### config.mk
export PLATFORM = sky130hd
export DESIGN_NAME = pkt_deframer
export DESIGN_NICKNAME = d
export VERILOG_FILES = /design/src/rtl/pkt_deframer.sv
export SDC_FILE = /design/constraint.sdc
export NUM_CORES = 1
export LEC_CHECK = 0
export CAP_MARGIN = 25
export CORE_MARGIN = 3
export CORE_UTILIZATION = 35
export DETAILED_ROUTE_END_ITERATION = 8
export PLACE_DENSITY = 0.64
export SYNTH_ARGS = -nofsm -noshare
export SYNTH_HDL_FRONTEND = slang
export SYNTH_SLANG_ARGS = --single-unit
export TNS_END_PERCENT = 100
### constraint.sdc
create_clock -name clk -period 10.5 [get_ports clk]
set_input_delay 1.575 -clock clk [delete_from_list [all_inputs] [get_ports clk]]
set_output_delay 1.575 -clock clk [all_outputs]
set_load 0.03 [all_outputs]
### src/rtl/pkt_deframer.sv
// Serial bit-stream deframer: hunts for SYNC_WORD, captures a PACKET_SIZE-bit payload
// MSB-first and validates a trailing 8-bit XOR checksum before updating dout.
module pkt_deframer #(
  parameter int          PACKET_SIZE = 64,
  parameter logic [15:0] SYNC_WORD   = 16'hA5C3,
  parameter int          TIMEOUT     = 255
) (
  input  logic                   clk,
  input  logic                   rst,
  input  logic                   bit_in,
  input  logic                   bit_valid,
  output logic [PACKET_SIZE-1:0] dout,
  output logic                   pkt_rec,
  output logic                   crc_err,
  output logic                   timeout_err,
  output logic                   busy
);

  localparam int BCW    = $clog2(PACKET_SIZE);
  localparam int ICW    = $clog2(TIMEOUT + 1);
  localparam int NBYTES = PACKET_SIZE / 8;

  typedef enum logic [1:0] {
    HUNT    = 2'd0,
    PAYLOAD = 2'd1,
    CHECK   = 2'd2
  } state_t;

  state_t                 state;
  state_t                 state_nxt;
  logic [15:0]            sync_sr;
  logic [PACKET_SIZE-1:0] pay_sr;
  logic [7:0]             chk_sr;
  logic [BCW-1:0]         bit_cnt;
  logic [ICW-1:0]         idle_cnt;

  logic [15:0]            sync_next;
  logic [7:0]             chk_byte;
  logic [7:0]             pay_xor;
  logic                   sync_hit;
  logic                   last_pay;
  logic                   last_chk;
  logic                   expired;
  logic                   good;
  logic                   bad;

  assign sync_next = {sync_sr[14:0], bit_in};
  assign chk_byte  = {chk_sr[6:0], bit_in};

  always_comb begin
    pay_xor = '0;
    for (int i = 0; i < NBYTES; i++) begin
      pay_xor = pay_xor ^ pay_sr[8*i +: 8];
    end
  end

  // Pending bit beats the idle counter: expiry requires a cycle with no bit_valid.
  assign sync_hit = (state == HUNT) && bit_valid && (sync_next == SYNC_WORD);
  assign last_pay = (state == PAYLOAD) && bit_valid && (bit_cnt == BCW'(PACKET_SIZE - 1));
  assign last_chk = (state == CHECK) && bit_valid && (bit_cnt == BCW'(7));
  assign expired  = (state != HUNT) && !bit_valid && (idle_cnt == ICW'(TIMEOUT - 1));
  assign good     = last_chk && (chk_byte == pay_xor);
  assign bad      = last_chk && (chk_byte != pay_xor);

  always_comb begin
    state_nxt = state;
    case (state)
      HUNT: begin
        if (sync_hit) state_nxt = PAYLOAD;
      end
      PAYLOAD: begin
        if (expired)       state_nxt = HUNT;
        else if (last_pay) state_nxt = CHECK;
      end
      CHECK: begin
        if (expired || last_chk) state_nxt = HUNT;
      end
      default: state_nxt = HUNT;
    endcase
  end

  always_ff @(posedge clk or posedge rst) begin
    if (rst) begin
      state       <= HUNT;
      busy        <= 1'b0;
      pkt_rec     <= 1'b0;
      crc_err     <= 1'b0;
      timeout_err <= 1'b0;
      dout        <= '0;
    end else begin
      state       <= state_nxt;
      busy        <= (state_nxt != HUNT);
      pkt_rec     <= good;
      crc_err     <= bad;
      timeout_err <= expired;
      if (good) dout <= pay_sr;
    end
  end

  always_ff @(posedge clk or posedge rst) begin
    if (rst) begin
      sync_sr  <= '0;
      pay_sr   <= '0;
      chk_sr   <= '0;
      bit_cnt  <= '0;
      idle_cnt <= '0;
    end else begin
      // Clearing on packet exit keeps packet bits out of the next sync search.
      if (good || bad || expired) begin
        sync_sr <= '0;
      end else if (state == HUNT && bit_valid) begin
        sync_sr <= sync_next;
      end

      if (state == PAYLOAD && bit_valid) pay_sr <= {pay_sr[PACKET_SIZE-2:0], bit_in};
      if (state == CHECK && bit_valid)   chk_sr <= chk_byte;

      if (sync_hit || last_pay || last_chk) begin
        bit_cnt <= '0;
      end else if (state != HUNT && bit_valid) begin
        bit_cnt <= bit_cnt + BCW'(1);
      end

      if (state == HUNT || bit_valid || expired) begin
        idle_cnt <= '0;
      end else begin
        idle_cnt <= idle_cnt + ICW'(1);
      end
    end
  end

endmodule

# [Word-level counts from Yosys, hierarchy flattened]
# Cells that the tools add are included.
[classes] add_sub_neg=2 multipliers=0 div_mod_pow=0 order_cmp=0 eq_ne=8 n_shift=0 muxes=10 bitwise=7 reduce_logical=24
[op_table] cell="$xor 8x8->8" count=7
[op_table] cell="$mux 15" count=2
[op_table] cell="$eq 16x16->1 const B" count=1
[op_table] cell="$mux 6" count=2
[op_table] cell="$logic_and 1x1->1" count=11
[op_table] cell="$add 8x1->8 const B" count=1
[op_table] cell="$eq 8x8->1" count=1
[op_table] cell="$eq 8x8->1 const B" count=1
[op_table] cell="$mux 2" count=4
[op_table] cell="$mux 8" count=1
[op_table] cell="$ne 8x8->1" count=1
[op_table] cell="$reduce_bool 2->1" count=4
[op_table] cell="$logic_or 1x1->1" count=7
[op_table] cell="$add 6x1->6 const B" count=1
[op_table] cell="$eq 6x3->1 const B" count=1
[op_table] cell="$eq 6x6->1 const B" count=1
[op_table] cell="$pmux 2 s3" count=1
[op_table] cell="$eq 2x1->1 const B" count=1
[op_table] cell="$eq 2x2->1 const B" count=1
[op_table] cell="$logic_not 2->1" count=1
[op_table] cell="$logic_not 1->1" count=1
[totals] reg_bits=170 latch_bits=0 ramBits=0 mem_bits_ro=0 in_bits=4 output_inout_bits=68 word_cells=62 n_memories=0

# [Longest topological paths before layout]
# Gate-level depths: netlist of run 1.
[depth] ltp_word=12 depth_mapped=8 mapped_depth_nobuf=8

# [Worst setup path before layout of run 1]
# Ideal clock, no wire load.
[synth_timing] path_kind="input-to-reg" startpoint="input bit_valid" endpoint="register dout[53]" setup_time_ns=0.125 t_arrival_ns=3.358 required_ns=10.375 slack_ns=7.018 stages=5 n_path_buf=1 path_cell_list="nand3b_1 -> or3_1 -> nor4_4 -> buf_2 -> mux2_2"
[synth_via] elab_chain_cells=3
[synth_lines] item="start, declared" line="11" text="input logic bit_valid,"
[synth_lines] item="$logic_and 1x1->1 (2 in series)" line="60" text="assign last_chk = (state == CHECK) && bit_valid && (bit_cnt == BCW'(7));"
[synth_lines] item="$logic_and 1x1->1" line="62" text="assign good = last_chk && (chk_byte == pay_xor);"
[synth_lines] item="end signal, assigned" line="96" text="if (good) dout <= pay_sr;"
[synth_lines] item="end, declared" line="12" text="output logic [PACKET_SIZE-1:0] dout,"
# No other way between the ends.
# A chain may end at the register's enable or synchronous reset.

# [Worst setup path after layout of run 1]
[layout_timing] startpoint="input bit_valid" endpoint="register dout[26]"
# The elaborated chain is that of the path after synthesis.

==> qor.yml, run 1 <==
fin_total_pwr_w: 0.00134
dr.first_iter.drc_count: 184
post_cts_resized: 0
cts.sinks: 170
clockBufferDepth: 2
ant_nets: 0
clock_skew_ns: 0.0112
power_leakage_nw: 4.29
cts_made_buffers: 17
worstSetupPathType: "in2reg"
syn2layout_area_growth_pct: 23.0
drive_above_1_share_pct: 28.4
setup_violations: 0
synth_area_um2: 7130
postCtsSetupBuffers: 0
met1_length_mm: 6.10
min_period_over_period_pct: 37.6
io-pin-count: 72
grt_antenna_before_repair: 0
ys_ff_latch: 170
final_common_cell: "dfrtp_1"
worstPathRequired_ns: 10.80
final.setup.tns_ns: 0
path_buf_inv: 2
ctsHoldBuffers: 0
power.density_nw_per_um2: 153
clk_pin_slew_ns: 0.06
postSynthCellCount: 506
clk_latency_ns: 0.43
drt-wirelength-per-cell_um: 15.7
drt_wl_total_mm: 13.5
critPathLaunchType: "primary input"
grt_overflow_total: 0
highest_layer: "met4"
layout.nets: 591
die_area_um2: 22100
synth.avg_cell_area_um2: 14.1
cap_violations: 0
routed_via_density: 4.74
hp-class: "reg2reg"
port_buffers: 71
grt_max_degree: 120
coreArea_um2: 19700
critPathMaxFanout: 40
min_period_ns: 3.94
gp_congestion: 0.810
arrival_ns: 4.24
status: "finished, final reports clean"
grt_pass1_wl_mm: 23.1
htreeDepth: 4
drc_errors: 0
timing.fmax_mhz: 254
cts_root_buf: "clkbuf_16"
tritoncts: "done"
rows: 51
ys_warn_count: 0
hold_viol: 0
syn-num-nets: 513
die_y_um: 149
final_cell_mix: "dfrtp_1 (170), mux2_2 (129), clkdlybuf4s50_1 (71)"
yosysSeqAreaShare_pct: 59.7
slowest_stage: "clkdlybuf4s50_1"
diodes: 0
path_cells: "clkdlybuf4s50_1 > nand3b_1 > or3_1 > nor4_4 > buf_4 > mux2_2"
initial_core_util_pct: 36.2
peakVddDrop_v: 0.000116
path_delay_family: "simple AND/OR/NAND/NOR gates"
routed-wl-met2_mm: 6.53
vias: 4080
grt_pass1_vias: 4334
firstDrtPassIters: 4
final_max_slew_viol_count: 0
synth_cell_type_count: 30
end_kind: "flop"
rsz0062_at_grt: "false"
worst_pin_slew_ns: 0.855
grtUsageTotal_pct: 13.1
max_slew_margin_pct: 43.0
met3_length_um: 485
die_x_um: 149
hpwlAfterDp_mm: 9.44
max_stage_delay_ns: 0.56
==> metrics by stage <==
stage | instances | hold WS (ns) | area [µm²] | setup slack (ns) | util (%)
global placement | 829 | 0.466 | 8140 | 6.21 | 41.3
global route | 861 | 0.496 | 8770 | 6.37 | 44.5
finish | 861 | 0.488 | 8770 | 6.56 | 44.5
floorplan | 506 | 0.455 | 7130 | 4.32 | -
detailed placement | 829 | 0.479 | 8140 | 6.11 | 41.3
CTS | 860 | 0.494 | 8740 | 6.55 | 44.3
==> per-layer routing <==
metal / GRT usage [%] / vias up
li1: - / 1903
met4: 6.13 / 0
met5: 0 / -
met2: 20.6 / 85
met1: 17.4 / 2067
met3: 3.01 / 25
==> flip-flops by register name, summed over array words and instances, names as in the netlist <==
name / flops
state: 2
pkt_rec: 1
sync_sr: 15
crc_err: 1
busy: 1
dout: 64
pay_sr: 64
timeout_err: 1
bit_cnt: 6
idle_cnt: 8
chk_sr: 7
==> cell type report <==
cell class / count / area (µm²)
fill: 1766 / 10900
sequential: 170 / 4250
multi-input combinational: 315 / 2790
clock buffer: 18 / 439
clock inverter: 13 / 166
tap: 265 / 332
inverter: 4 / 20.0
timing repair buffer: 76 / 768
==> synthesized netlist by cell type <==
cell type	instances	area (µm²)
buf_2	6	30.0
or4b_2	1	10.0
xnor2_1	37	324
mux2_1	6	67.6
a22oi_1	1	7.51
or3_1	3	18.8
nor2b_1	3	18.8
mux2i_1	1	10.0
inv_1	4	15.0
nand3_1	7	35.0
nor2_1	21	78.8
mux2_2	129	1450
nand4b_1	2	17.5
clkbuf_1	11	41.3
nand2_1	42	158
dfrtp_1	170	4250
o21ai_1	1	5.00
nor4_4	1	21.3
xor2_1	22	193
a21oi_1	15	75.1
nand4_1	4	25.0
nand2b_1	1	6.26
nor3_1	1	5.00
or4_1	1	7.51
xnor3_1	8	180
nor4_1	1	6.26
nor4b_1	1	8.76
and2_1	1	6.26
ha_1	3	37.5
nand3b_1	2	15.0
==> power by group <==
group / total, W / internal, W / switching [W]
clock network: 0.000639 / 0.000382 / 0.000257
registers: 0.000671 / 0.000664 / 0.00000682
logic: 0.0000300 / 0.00000919 / 0.0000208
total: 0.00134 / 0.00105 / 0.000285
==> worst paths after layout <==
check | start | slack, ns | cells past startpoint | end
min in group asynchronous | rst | 1.59 | 2 | dout[28]
max in group asynchronous | rst | 7.52 | 4 | bit_cnt[0]
min reg2reg | dout[50] | 0.49 | 1 | dout[50]
max reg2reg | pay_sr[38] | 7.80 | 7 | dout[26]
max | bit_valid | 6.56 | 6 | dout[26]
min | dout[50] | 0.49 | 1 | dout[50]
==> kinds of logic (layout without fill, tap and decap cells) <==
family | count (synthesis) | count (layout) | synth area share (%)
muxes | 136 | 136 | 21.5
and+or+nand+nor | 92 | 92 | 6.14
adders and majority gates | 3 | 3 | 0.526
DFF | 170 | 170 | 59.7
xor gates and xnor gates | 67 | 67 | 9.77
buffers and inverters | 21 | 111 | 1.21
AOI/OAI and AO/OA | 17 | 17 | 1.23
Note: power is estimated with default switching activity, not from simulation.
==> run 2, diff against run 1 <==
- PLACE_DENSITY: 0.64 -> 0.66
- clock period: 10.5 -> 3.6 ns (I/O delays scaled with it)
==> run 2 against run 1 <==
Net effect:
- clock power rose to 2.9 times the previous value
- clock skew up 0.0051 ns
- final area up 0.40%
- register-to-register slack worse by 6.8 ns
- power rose to 2.9 times the previous value
- largest power group unchanged
- sequential cell count unchanged
- setup slack worse by 5.6 ns
- first-iteration DRC count up 59%
==> qor.yml, run 2 (synthesis gave the netlist of run 1 again) <==
final_cell_mix: "dfrtp_1 (170), mux2_2 (129), clkdlybuf4s50_1 (71)"
worstPathRequired_ns: 3.91
cap_violations: 0
final.setup.tns_ns: 0
ant_nets: 0
cts_root_buf: "clkbuf_16"
critPathMaxFanout: 48
min_period_ns: 2.64
worstSetupPathType: "in2reg"
die_area_um2: 22100
gp_congestion: 0.752
max_slew_margin_pct: 56.4
postCtsSetupBuffers: 0
clk_pin_slew_ns: 0.07
r2r.worst_path.cells: 7
syn2layout_area_growth_pct: 23.5
power.density_nw_per_um2: 440
post_cts_resized: 0
final_common_cell: "dfrtp_1"
tritoncts: "done"
rows: 51
drt_wl_total_mm: 13.9
finish.utilization_pct: 44.7
timing.critical_path.mode_cell: "xnor2_1"
reg.largest.list: "dout (64), pay_sr (64), sync_sr (15)"
grtUsageTotal_pct: 13.3
dp.cells: 832
setup_ws_ns: 0.963
peakVddDrop_v: 0.000299
timing.fmax_mhz: 379
grt_antenna_before_repair: 0
instances_no_fill: 864
drive_above_1_share_pct: 28.7
htreeDepth: 4
firstDrtPassIters: 4
clock_skew_ns: 0.0163
clockBufferDepth: 2
hp-class: "reg2reg"
setup_violations: 0
die_x_um: 149
dr.first_iter.drc_count: 293
path_cells: "clkdlybuf4s50_1 > xnor2_1 > xnor3_1 > xnor2_1 > nand4_1 > nor4_4 > buf_12 > mux2_2"
die_y_um: 149
critPathLaunchType: "primary input"
slowest_stage: "clkdlybuf4s50_1"
hold-path-cell-count: 1
clk_latency_ns: 0.43
arrival_ns: 2.95
port_buffers: 71
hpwlAfterDp_mm: 9.64
grt_pass1_wl_mm: 23.0
coreArea_um2: 19700
drc_errors: 0
routed_via_density: 4.70
status: "finished, final reports clean"
end_kind: "flop"
min_period_over_period_pct: 73.2
grt_pass1_vias: 4305
io-pin-count: 72
grt_max_degree: 85
final_max_slew_viol_count: 0
layout.nets: 593
fin_total_pwr_w: 0.00388
max_stage_delay_ns: 0.58
power_leakage_nw: 4.31
hold_viol: 0
vias: 4059
cts.sinks: 170
pre_cts_ws_ns: 0.489
initial_core_util_pct: 36.2
worst_pin_slew_ns: 0.651
drt-wirelength-per-cell_um: 16.0
ctsHoldBuffers: 0
cts_made_buffers: 17
rsz0062_at_grt: "false"
diodes: 0
grt_overflow_total: 0
## run 2: final timing paths
check	slack, ns	endpoint	startpoint
max	0.96	dout[63]	bit_in
max in group asynchronous	2.29	idle_cnt[6]	rst
min	0.49	dout[51]	dout[51]
min reg2reg	0.49	dout[51]	dout[51]
max reg2reg	0.96	dout[63]	pay_sr[38]
min in group asynchronous	0.50	dout[26]	rst
## run 2: routing by layer
layer	vias to the layer above	GRT usage, %	part of all wire, %
met3	14	3.62	3.8
met5	-	0	0
met1	2068	16.9	44
met4	0	4.67	1.7
li1	1904	-	-
met2	73	21.9	50
## run 2: per-stage QoR
step	cell area, µm²	hold WS [ns]
after floorplan	7130	0.455
after global placement	8210	0.465
after detailed placement	8210	0.475
after CTS	8810	0.493
after global routing	8810	0.507
final	8810	0.489
## run 2: layout make-up
type,instances,area [µm²]
multi-input combinational,315,2790
timing repair buffer,78,813
tap,265,332
clock buffer,17,425
inverter,4,18.8
clock inverter,15,171
sequential,170,4250
fill,1696,10900
## run 2: report_power, final
part | internal (W) | total, W | switching, W
Combinational | 0.0000282 | 0.0000884 | 0.0000601
Sequential | 0.00193 | 0.00195 | 0.0000191
Clock | 0.000995 | 0.00184 | 0.000840
## run 2: worst max-delay path, delay by kind of cell
| kind | cells | cell delay (ns) |
|---|---|---|
| buf+inv | 2 | 0.85 |
| xor+xnor | 3 | 0.70 |
| simple gates | 2 | 0.41 |
| mux | 1 | 0.37 |
